--- src/rtl/wb_gpio_pinmux_if.sv ---
// Wishbone classic slave bundle for the GPIO pin-mux block.
interface wb_gpio_pinmux_if;
    logic [2:0]  wb_adr_i;
    logic [31:0] wb_dat_i;
    logic [3:0]  wb_sel_i;
    logic        wb_we_i;
    logic        wb_cyc_i;
    logic        wb_stb_i;
    logic [31:0] wb_dat_o;
    logic        wb_ack_o;

    modport master (
        output wb_adr_i, wb_dat_i, wb_sel_i, wb_we_i, wb_cyc_i, wb_stb_i,
        input  wb_dat_o, wb_ack_o
    );

    modport slave (
        input  wb_adr_i, wb_dat_i, wb_sel_i, wb_we_i, wb_cyc_i, wb_stb_i,
        output wb_dat_o, wb_ack_o
    );
endinterface

--- src/rtl/wb_gpio_pinmux.sv ---
// WIDTH-pin GPIO block: per-pin GPIO/alternate-function mux, synchronised inputs and
// edge interrupts, programmed over a Wishbone slave port.
module wb_gpio_pinmux #(
    parameter int               WIDTH       = 8,
    parameter int               SYNC_STAGES = 2,
    parameter logic [WIDTH-1:0] OUT_RESET   = '0,
    parameter logic [WIDTH-1:0] OE_RESET    = '0,
    parameter logic [WIDTH-1:0] ALT_RESET   = '0
) (
    input  logic                 clock,
    input  logic                 reset,
    wb_gpio_pinmux_if.slave      wb,
    output logic                 irq,
    input  logic [WIDTH-1:0]     pad_i,
    output logic [WIDTH-1:0]     pad_o,
    output logic [WIDTH-1:0]     pad_oe,
    input  logic [WIDTH-1:0]     alt_o,
    input  logic [WIDTH-1:0]     alt_oe,
    output logic [WIDTH-1:0]     alt_i
);

    logic [WIDTH-1:0]     out_q, oe_q, alt_q, rise_en_q, fall_en_q;
    logic [WIDTH-1:0]     in_w, stat_w, wmask, wdat, clr, rsel;
    logic [31:0]          bmask;
    logic                 req, wr, armed;
    logic [SYNC_STAGES:0] arm_pipe;

    // One access per request; the ack cycle itself never starts a new one.
    assign req   = wb.wb_cyc_i & wb.wb_stb_i & ~wb.wb_ack_o;
    assign wr    = req & wb.wb_we_i;
    assign bmask = {{8{wb.wb_sel_i[3]}}, {8{wb.wb_sel_i[2]}},
                    {8{wb.wb_sel_i[1]}}, {8{wb.wb_sel_i[0]}}};
    assign wmask = WIDTH'(bmask);
    assign wdat  = WIDTH'(wb.wb_dat_i & bmask);
    assign clr   = (wr && wb.wb_adr_i == 3'd6) ? wdat : '0;

    always_comb begin
        rsel = '0;
        case (wb.wb_adr_i)
            3'd0:    rsel = in_w;
            3'd1:    rsel = out_q;
            3'd2:    rsel = oe_q;
            3'd3:    rsel = alt_q;
            3'd4:    rsel = rise_en_q;
            3'd5:    rsel = fall_en_q;
            3'd6:    rsel = stat_w;
            default: rsel = '0;
        endcase
    end

    always_ff @(posedge clock) begin
        if (reset) begin
            out_q     <= OUT_RESET;
            oe_q      <= OE_RESET;
            alt_q     <= ALT_RESET;
            rise_en_q <= '0;
            fall_en_q <= '0;
        end else if (wr) begin
            case (wb.wb_adr_i)
                3'd1:    out_q     <= (out_q     & ~wmask) | wdat;
                3'd2:    oe_q      <= (oe_q      & ~wmask) | wdat;
                3'd3:    alt_q     <= (alt_q     & ~wmask) | wdat;
                3'd4:    rise_en_q <= (rise_en_q & ~wmask) | wdat;
                3'd5:    fall_en_q <= (fall_en_q & ~wmask) | wdat;
                default: ;
            endcase
        end
    end

    always_ff @(posedge clock) begin
        if (reset) begin
            wb.wb_ack_o <= 1'b0;
            wb.wb_dat_o <= '0;
        end else begin
            wb.wb_ack_o <= req;
            wb.wb_dat_o <= req ? 32'(rsel) : 32'd0;
        end
    end

    // Edge detection stays off until the sync chain and prev hold real pad data.
    always_ff @(posedge clock) begin
        if (reset) arm_pipe <= '0;
        else       arm_pipe <= {arm_pipe[SYNC_STAGES-1:0], 1'b1};
    end
    assign armed = arm_pipe[SYNC_STAGES];

    for (genvar i = 0; i < WIDTH; i++) begin : g_pin
        logic [SYNC_STAGES-1:0] sync;
        logic                   prev, stat, hit;

        assign hit = armed & ((in_w[i] & ~prev & rise_en_q[i]) |
                              (~in_w[i] & prev & fall_en_q[i]));

        // A new edge beats a same-cycle W1C so no interrupt is lost.
        always_ff @(posedge clock) begin
            if (reset) begin
                sync <= '0;
                prev <= 1'b0;
                stat <= 1'b0;
            end else begin
                sync <= {sync[SYNC_STAGES-2:0], pad_i[i]};
                prev <= in_w[i];
                stat <= (stat & ~clr[i]) | hit;
            end
        end

        assign in_w[i]   = sync[SYNC_STAGES-1];
        assign stat_w[i] = stat;
        assign pad_o[i]  = alt_q[i] ? alt_o[i]  : out_q[i];
        assign pad_oe[i] = alt_q[i] ? alt_oe[i] : oe_q[i];
    end

    assign irq   = |stat_w;
    assign alt_i = in_w;

endmodule

--- src/flat_wrapper.sv ---
// flat-port wrapper written by rule: the top's interface ports become plain ports
module wb_gpio_pinmux_flat 
#(
    parameter int               WIDTH       = 8,
    parameter int               SYNC_STAGES = 2,
    parameter logic [WIDTH-1:0] OUT_RESET   = '0,
    parameter logic [WIDTH-1:0] OE_RESET    = '0,
    parameter logic [WIDTH-1:0] ALT_RESET   = '0
)
  (clock, reset, irq, pad_i, pad_o, pad_oe, alt_o, alt_oe, alt_i, wb_wb_adr_i, wb_wb_dat_i, wb_wb_sel_i, wb_wb_we_i, wb_wb_cyc_i, wb_wb_stb_i, wb_wb_dat_o, wb_wb_ack_o);
  wb_gpio_pinmux_if wb_i ();
  input  logic clock;
  input  logic reset;
  output logic irq;
  input  logic [WIDTH-1:0] pad_i;
  output logic [WIDTH-1:0] pad_o;
  output logic [WIDTH-1:0] pad_oe;
  input  logic [WIDTH-1:0] alt_o;
  input  logic [WIDTH-1:0] alt_oe;
  output logic [WIDTH-1:0] alt_i;
  input wire logic [$bits(wb_i.wb_adr_i)-1:0] wb_wb_adr_i;
  input wire logic [$bits(wb_i.wb_dat_i)-1:0] wb_wb_dat_i;
  input wire logic [$bits(wb_i.wb_sel_i)-1:0] wb_wb_sel_i;
  input wire logic [$bits(wb_i.wb_we_i)-1:0] wb_wb_we_i;
  input wire logic [$bits(wb_i.wb_cyc_i)-1:0] wb_wb_cyc_i;
  input wire logic [$bits(wb_i.wb_stb_i)-1:0] wb_wb_stb_i;
  output wire logic [$bits(wb_i.wb_dat_o)-1:0] wb_wb_dat_o;
  output wire logic [$bits(wb_i.wb_ack_o)-1:0] wb_wb_ack_o;
  assign wb_i.wb_adr_i = wb_wb_adr_i;
  assign wb_i.wb_dat_i = wb_wb_dat_i;
  assign wb_i.wb_sel_i = wb_wb_sel_i;
  assign wb_i.wb_we_i = wb_wb_we_i;
  assign wb_i.wb_cyc_i = wb_wb_cyc_i;
  assign wb_i.wb_stb_i = wb_wb_stb_i;
  assign wb_wb_dat_o = wb_i.wb_dat_o;
  assign wb_wb_ack_o = wb_i.wb_ack_o;
  wb_gpio_pinmux #(.WIDTH(WIDTH), .SYNC_STAGES(SYNC_STAGES), .OUT_RESET(OUT_RESET), .OE_RESET(OE_RESET), .ALT_RESET(ALT_RESET)) u_core (.clock(clock), .reset(reset), .wb(wb_i), .irq(irq), .pad_i(pad_i), .pad_o(pad_o), .pad_oe(pad_oe), .alt_o(alt_o), .alt_oe(alt_oe), .alt_i(alt_i));
endmodule
--- config.mk ---
export PLATFORM = sky130hd
export DESIGN_NAME = wb_gpio_pinmux_flat
export DESIGN_NICKNAME = d
export VERILOG_FILES = /design/src/rtl/wb_gpio_pinmux_if.sv /design/src/rtl/wb_gpio_pinmux.sv /design/src/flat_wrapper.sv
export SDC_FILE = /design/constraint.sdc
export NUM_CORES = 1
export LEC_CHECK = 0
export ABC_AREA = 1
export CAP_MARGIN = 25
export CORE_ASPECT_RATIO = 0.75
export CORE_MARGIN = 2
export CORE_UTILIZATION = 50
export DETAILED_ROUTE_END_ITERATION = 7
export DONT_BUFFER_PORTS = 1
export GPL_TIMING_DRIVEN = 0
export PLACE_DENSITY = 0.68
export SYNTH_ARGS = -nofsm -noshare
export SYNTH_HDL_FRONTEND = slang
export SYNTH_SLANG_ARGS = --single-unit
--- constraint.sdc ---
create_clock -name clock -period 1.08 [get_ports clock]
set_input_delay 0.216 -clock clock [delete_from_list [all_inputs] [get_ports clock]]
set_output_delay 0.216 -clock clock [all_outputs]
set_load 0.02 [all_outputs]
=== Yosys cells after proc, flatten, opt, wreduce, memory -nomap -nowiden ===
Index checks and enable logic that the tools add are counted.
W data, S select, Z words.

* Muxes and demuxes: 19
* Eq/ne operators: 6
* Reduce and logical (&&, ||, !) cells: 9
* Bitwise operators: 105

{| class="wikitable"
|+ Operators by type and width
! kind !! count
|-
| $pmux W8 S7 || 1
|-
| $and A1 B1 Y1 || 51
|-
| $and A8 B8 Y8 || 6
|-
| $or A8 B8 Y8 || 5
|-
| $not A1 Y1 || 26
|-
| $mux W1 || 17
|-
| $or A1 B1 Y1 || 16
|-
| $reduce_and A2 Y1 || 5
|-
| $eq A3 B3 Y1 const B || 3
|-
| $mux W8 || 1
|-
| $not A8 Y8 || 1
|-
| $reduce_or A8 Y1 || 1
|-
| $eq A3 B2 Y1 const B || 2
|-
| $eq A3 B1 Y1 const B || 1
|-
| $logic_not A3 Y1 || 1
|-
| $reduce_or A2 Y1 || 1
|-
| $logic_and A1 B1 Y1 || 1
|}

* Logic and storage cells: 173
* Flip-flop bits (word level): 108

=== Longest topological paths before layout ===
Gate-level depths: netlist of the first run.

* Depth in word-level cells: 8
* Mapped depth: 8
* Gate-level depth less buffers: 7

=== Least setup slack after synthesis of the first run ===
Ideal clock, no wire load.

* Kind: register to register
* Start: reg u_core.wb.wb_ack_o
* End: reg u_core.g_pin[6].stat
* Stages on the path, launching flop included: 9
* Setup slack: -159 ps
* Period minus slack after synthesis: 1239 ps
* Data arrival time: 1107 ps
* Data required time: 948 ps
* Buffers on the path: 2
* Cell sequence: dfxtp_1 -> inv_1 -> nand3_1 -> nor2_1 -> buf_4 -> buf_4 -> nand2_1 -> nand2_1 -> a21oi_1

* Word-level cells in the longest chain between the ends: 8

{| class="wikitable"
|+ Ends and longest elaborated chain
! item !! RTL line !! text
|-
| from (decl) || wb_gpio_pinmux_if.sv:19 || <nowiki>output wb_dat_o, wb_ack_o</nowiki>
|-
| from (signal assigned) || wb_gpio_pinmux.sv:75 || <nowiki>wb.wb_ack_o <= req;</nowiki>
|-
| $not A1 Y1 || wb_gpio_pinmux.sv:29 || <nowiki>assign req = wb.wb_cyc_i & wb.wb_stb_i & ~wb.wb_ack_o;</nowiki>
|-
| $and A1 B1 Y1 || wb_gpio_pinmux.sv:29 ||
|-
| $and A1 B1 Y1 || wb_gpio_pinmux.sv:30 || <nowiki>assign wr = req & wb.wb_we_i;</nowiki>
|-
| $logic_and A1 B1 Y1 || wb_gpio_pinmux.sv:35 || <nowiki>assign clr = (wr && wb.wb_adr_i == 3'd6) ? wdat : '0;</nowiki>
|-
| $mux W8 || wb_gpio_pinmux.sv:35 ||
|-
| $not A1 Y1 || wb_gpio_pinmux.sv:103 || <nowiki>stat <= (stat & ~clr[i]) | hit;</nowiki>
|-
| $and A1 B1 Y1 || wb_gpio_pinmux.sv:103 ||
|-
| $or A1 B1 Y1 || wb_gpio_pinmux.sv:103 ||
|-
| to (signal assigned) || wb_gpio_pinmux.sv:103 ||
|-
| to (decl) || wb_gpio_pinmux.sv:89 || <nowiki>logic prev, stat, hit;</nowiki>
|}

No other way between the ends.
A chain may end at the register's enable or synchronous reset.

=== Worst setup path in the final report of the first run ===
* Start: reg u_core.g_pin[4].stat
* End: out irq

* Word-level cells in the longest chain between the ends: 1

{| class="wikitable"
|+ Ends and longest elaborated chain
! item !! RTL line !! text
|-
| from (decl) || wb_gpio_pinmux.sv:89 ||
|-
| from (signal assigned) || wb_gpio_pinmux.sv:103 ||
|-
| $reduce_or A8 Y1 || wb_gpio_pinmux.sv:113 || <nowiki>assign irq = |stat_w;</nowiki>
|-
| to (decl) || flat_wrapper.sv:14 || <nowiki>output logic irq;</nowiki>
|}

No other way between the ends.

==> results.cfg, run 1 <==
[run_status]
status = finished, violations left
violations = setup timing

[critical_path]
crit_fanout = 3
crit_path_start_kind = flop
reg2reg_from = u_core.wb.wb_ack_o$_SDFF_PP0_
crit_chain = nor4_4, nand2_2
worst_ep_required_time_ns = 0.86
crit_arrival_ns = 1.23
end_kind = primary output
max_stage_delay_ns = 0.35
critPathSlowestCell = dfxtp_2
crit_path_start = u_core.g_pin[4].stat$_SDFF_PP0_
crit_family = simple AND/OR/NAND/NOR gates
crit_type = reg -> out
path_buf_inv = 0

[global_routing]
grt_max_degree = 16
antenna_found_initial = 0
grt_first_pass_wirelength_um = 20200
globalRouteTotalUtil_pct = 31.08
grt_overflow = 0
grt_pass1_vias = 3934

[timing]
worst_pin_slew_ns = 0.8380
finClkSkew_ns = 0.009831
setup_viol = 66
fmax_ghz = 0.6936
hold_viol_final = 0
drv_slew = 0
finalCriticalPeriod_ns = 1.442
rsz0062_at_grt = yes
finalCritPeriodShare_pct = 133.5
setup_ws_ns = -0.3618
relSlewSlack_pct = 44.13

[drt]
drtIter0Drc = 535
drt_wl_total_um = 14030
num_vias = 4390
avgRoutedWirePerCell_um = 18.17
wl_met2_um = 6426
drc = 0
highest_layer = met4
dr.pass1.iters = 6
vias_per_cell = 5.687
wl_met3_um = 1947
antenna_left = 0
wl_met1_um = 5001

[pwr]
p_clk_share_pct = 35.0
ir_drop_v = 0.0005779
p_comb_share_pct = 13.6
p_leak_nw = 2.502
seq_power_share_pct = 51.4
swShare_pct = 29.45
p_int_mw = 4.349
powerDensity_nw_per_um2 = 1059
p_switching_mw = 1.815

[hold_path]
hold_path_class = in -> reg
hold_start = wb_wb_dat_i[3]

[clock_network]
clk_latency_ns = 0.37
cts_made_buffers = 9
clk_pin_slew_worst_paths_ns = 0.09
clock_path_buffers = 2
cts_tree = done
htree_levels = 3
clock_sinks = 84
cts_root_buf = clkbuf_8

[placement]
gp_congestion = 0.9126
hpwl_um = 8004
dpl.cell_count = 696
port-buffer-count = 0

[layout]
final_cell_mix = 99 x nor2_1, 55 x buf_4, 54 x nand2_1, 54 x dfxtp_1, 47 x inv_1
areaGrowthSynthToFinish_pct = 47.78
diodes = 0
layout_commonest_cell = nor2_1
instances_no_fill = 772
fin_nets = 734
n_fill_cell = 518
utilization_pct = 77.61
drive_gt1_share_pct = 42.62

[yosys]
ys_ff_latch = 84
synth_area_um2 = 3939
ys_warn_count = 0
syn_area_per_cell_um2 = 6.886
synth_cells = 572
synth_cell_type_count = 21
yosysSeqAreaShare_pct = 42.69

[floorplanning]
core_um2 = 7500
rows = 27
die_w_um = 106.5
initial_core_util_pct = 52.52
die_h_um = 80.87
ios = 126
dieArea_um2 = 8611

[run]
max-cap-violations = 0
[worst paths after layout]
kind	to	slack (ns)	cells after the start
worst max-delay path	irq	-0.36	2
worst min register to register	u_core.g_pin[4].sync[1]$_SDFF_PP0_	0.40	2
worst min-delay path	flop	0.007	2
worst max register to register	flop	-0.36	9
[stage by stage]
| stage | hold WS (ns) | area [um2] | setup WS (ns) | power, mW | TNS [ns] |
|---|---|---|---|---|---|
| after floorplan | 0.3230 | 4069 | -0.08229 | 3.697 | -1.407 |
| after global placement | 0.3249 | 4195 | -0.4052 | 3.794 | -19.20 |
| after detailed placement | 0.3261 | 4195 | -0.4293 | 3.806 | -21.07 |
| after global routing | 0.002985 | 5821 | -0.4107 | 6.372 | -20.16 |
| final | 0.006501 | 5821 | -0.3618 | 6.164 | -18.16 |
| after CTS | -0.02215 | 5409 | -0.3504 | 6.077 | -13.61 |
[kinds of logic (layout without fill, tap and decap cells)]
kind of cell | after synthesis | count (layout) | share of synthesized area, %
compound gates | 69 | 69 | 8.768
buf+inv | 119 | 191 | 15.12
flops | 84 | 84 | 42.69
mux | 5 | 5 | 1.429
other cells | 1 | 24 | 0.09521
simple gates | 294 | 298 | 31.89
[metal layers]
metal	global-route usage, %	up-vias
met2	51.47	340
met3	8.026	79
met5	0	-
li1	-	1971
met4	12.21	0
met1	39.34	2000
[what timing repair did]
item | 4_1_cts | 5_1_grt
hold buffers | 16 | 1
endpoints found under the setup margin | 77 | 79
pin swaps | 43 | 35
endpoints found under the hold margin | 42 | 1
cloned | 5 | 0
resized for setup | 181 | 109
buffers inserted | 32 | 9
[power groups by stage]
stage          clock network [mW]  logic, mW  registers, mW
2_1_floorplan                   0      0.449           3.25
4_1_cts                      2.17      0.743           3.16
3_3_place_gp                    0      0.536           3.26
3_5_place_dp                    0      0.545           3.26
6_report                     2.15      0.840           3.17
5_1_grt                      2.31      0.885           3.18
[synth_stat cells]
library cell	number	area (um2)
nor2_1	124	465.5
nand2_1	96	360.4
dfxtp_1	84	1682
inv_1	57	214.0
o21ai_0	45	225.2
buf_4	37	277.8
nand4_1	34	212.7
nand3_1	32	160.2
a21oi_1	24	120.1
clkbuf_1	10	37.54
buf_2	8	40.04
inv_2	6	22.52
mux2_2	5	56.30
nand2_2	2	12.51
nor4_1	2	12.51
buf_1	1	3.750
conb_1	1	3.750
nand3_2	1	10.01
nor2_2	1	6.260
nor2_4	1	11.26
nor3_1	1	5.000
[final cells by class]
| cell class | count | area (um2) | share of cell area (%) |
|---|---|---|---|
| plain buffers | 56 | 409.1 | 7.029 |
| clock buffers | 10 | 137.6 | 2.365 |
| clock inverters | 6 | 48.80 | 0.8383 |
| inverters | 63 | 299.0 | 5.138 |
| multi-input cells | 396 | 2501 | 42.97 |
| flip-flops and latches | 84 | 1744 | 29.97 |
| well taps | 101 | 126.4 | 2.171 |
| repair buffers | 56 | 554.3 | 9.523 |
(Power assumes the default switching activity.)
==> run 2, diff against run 1 <==
--- a/config.mk
+++ b/config.mk
@@ -6,6 +6,7 @@
 export NUM_CORES = 1
 export LEC_CHECK = 0
 export ABC_AREA = 1
+export ABC_CLOCK_PERIOD_IN_PS = 1080
 export CAP_MARGIN = 25
 export CORE_ASPECT_RATIO = 0.75
 export CORE_MARGIN = 2
==> results of run 2 <==
Final layout, timing and power as in run 1 (identical DEF).
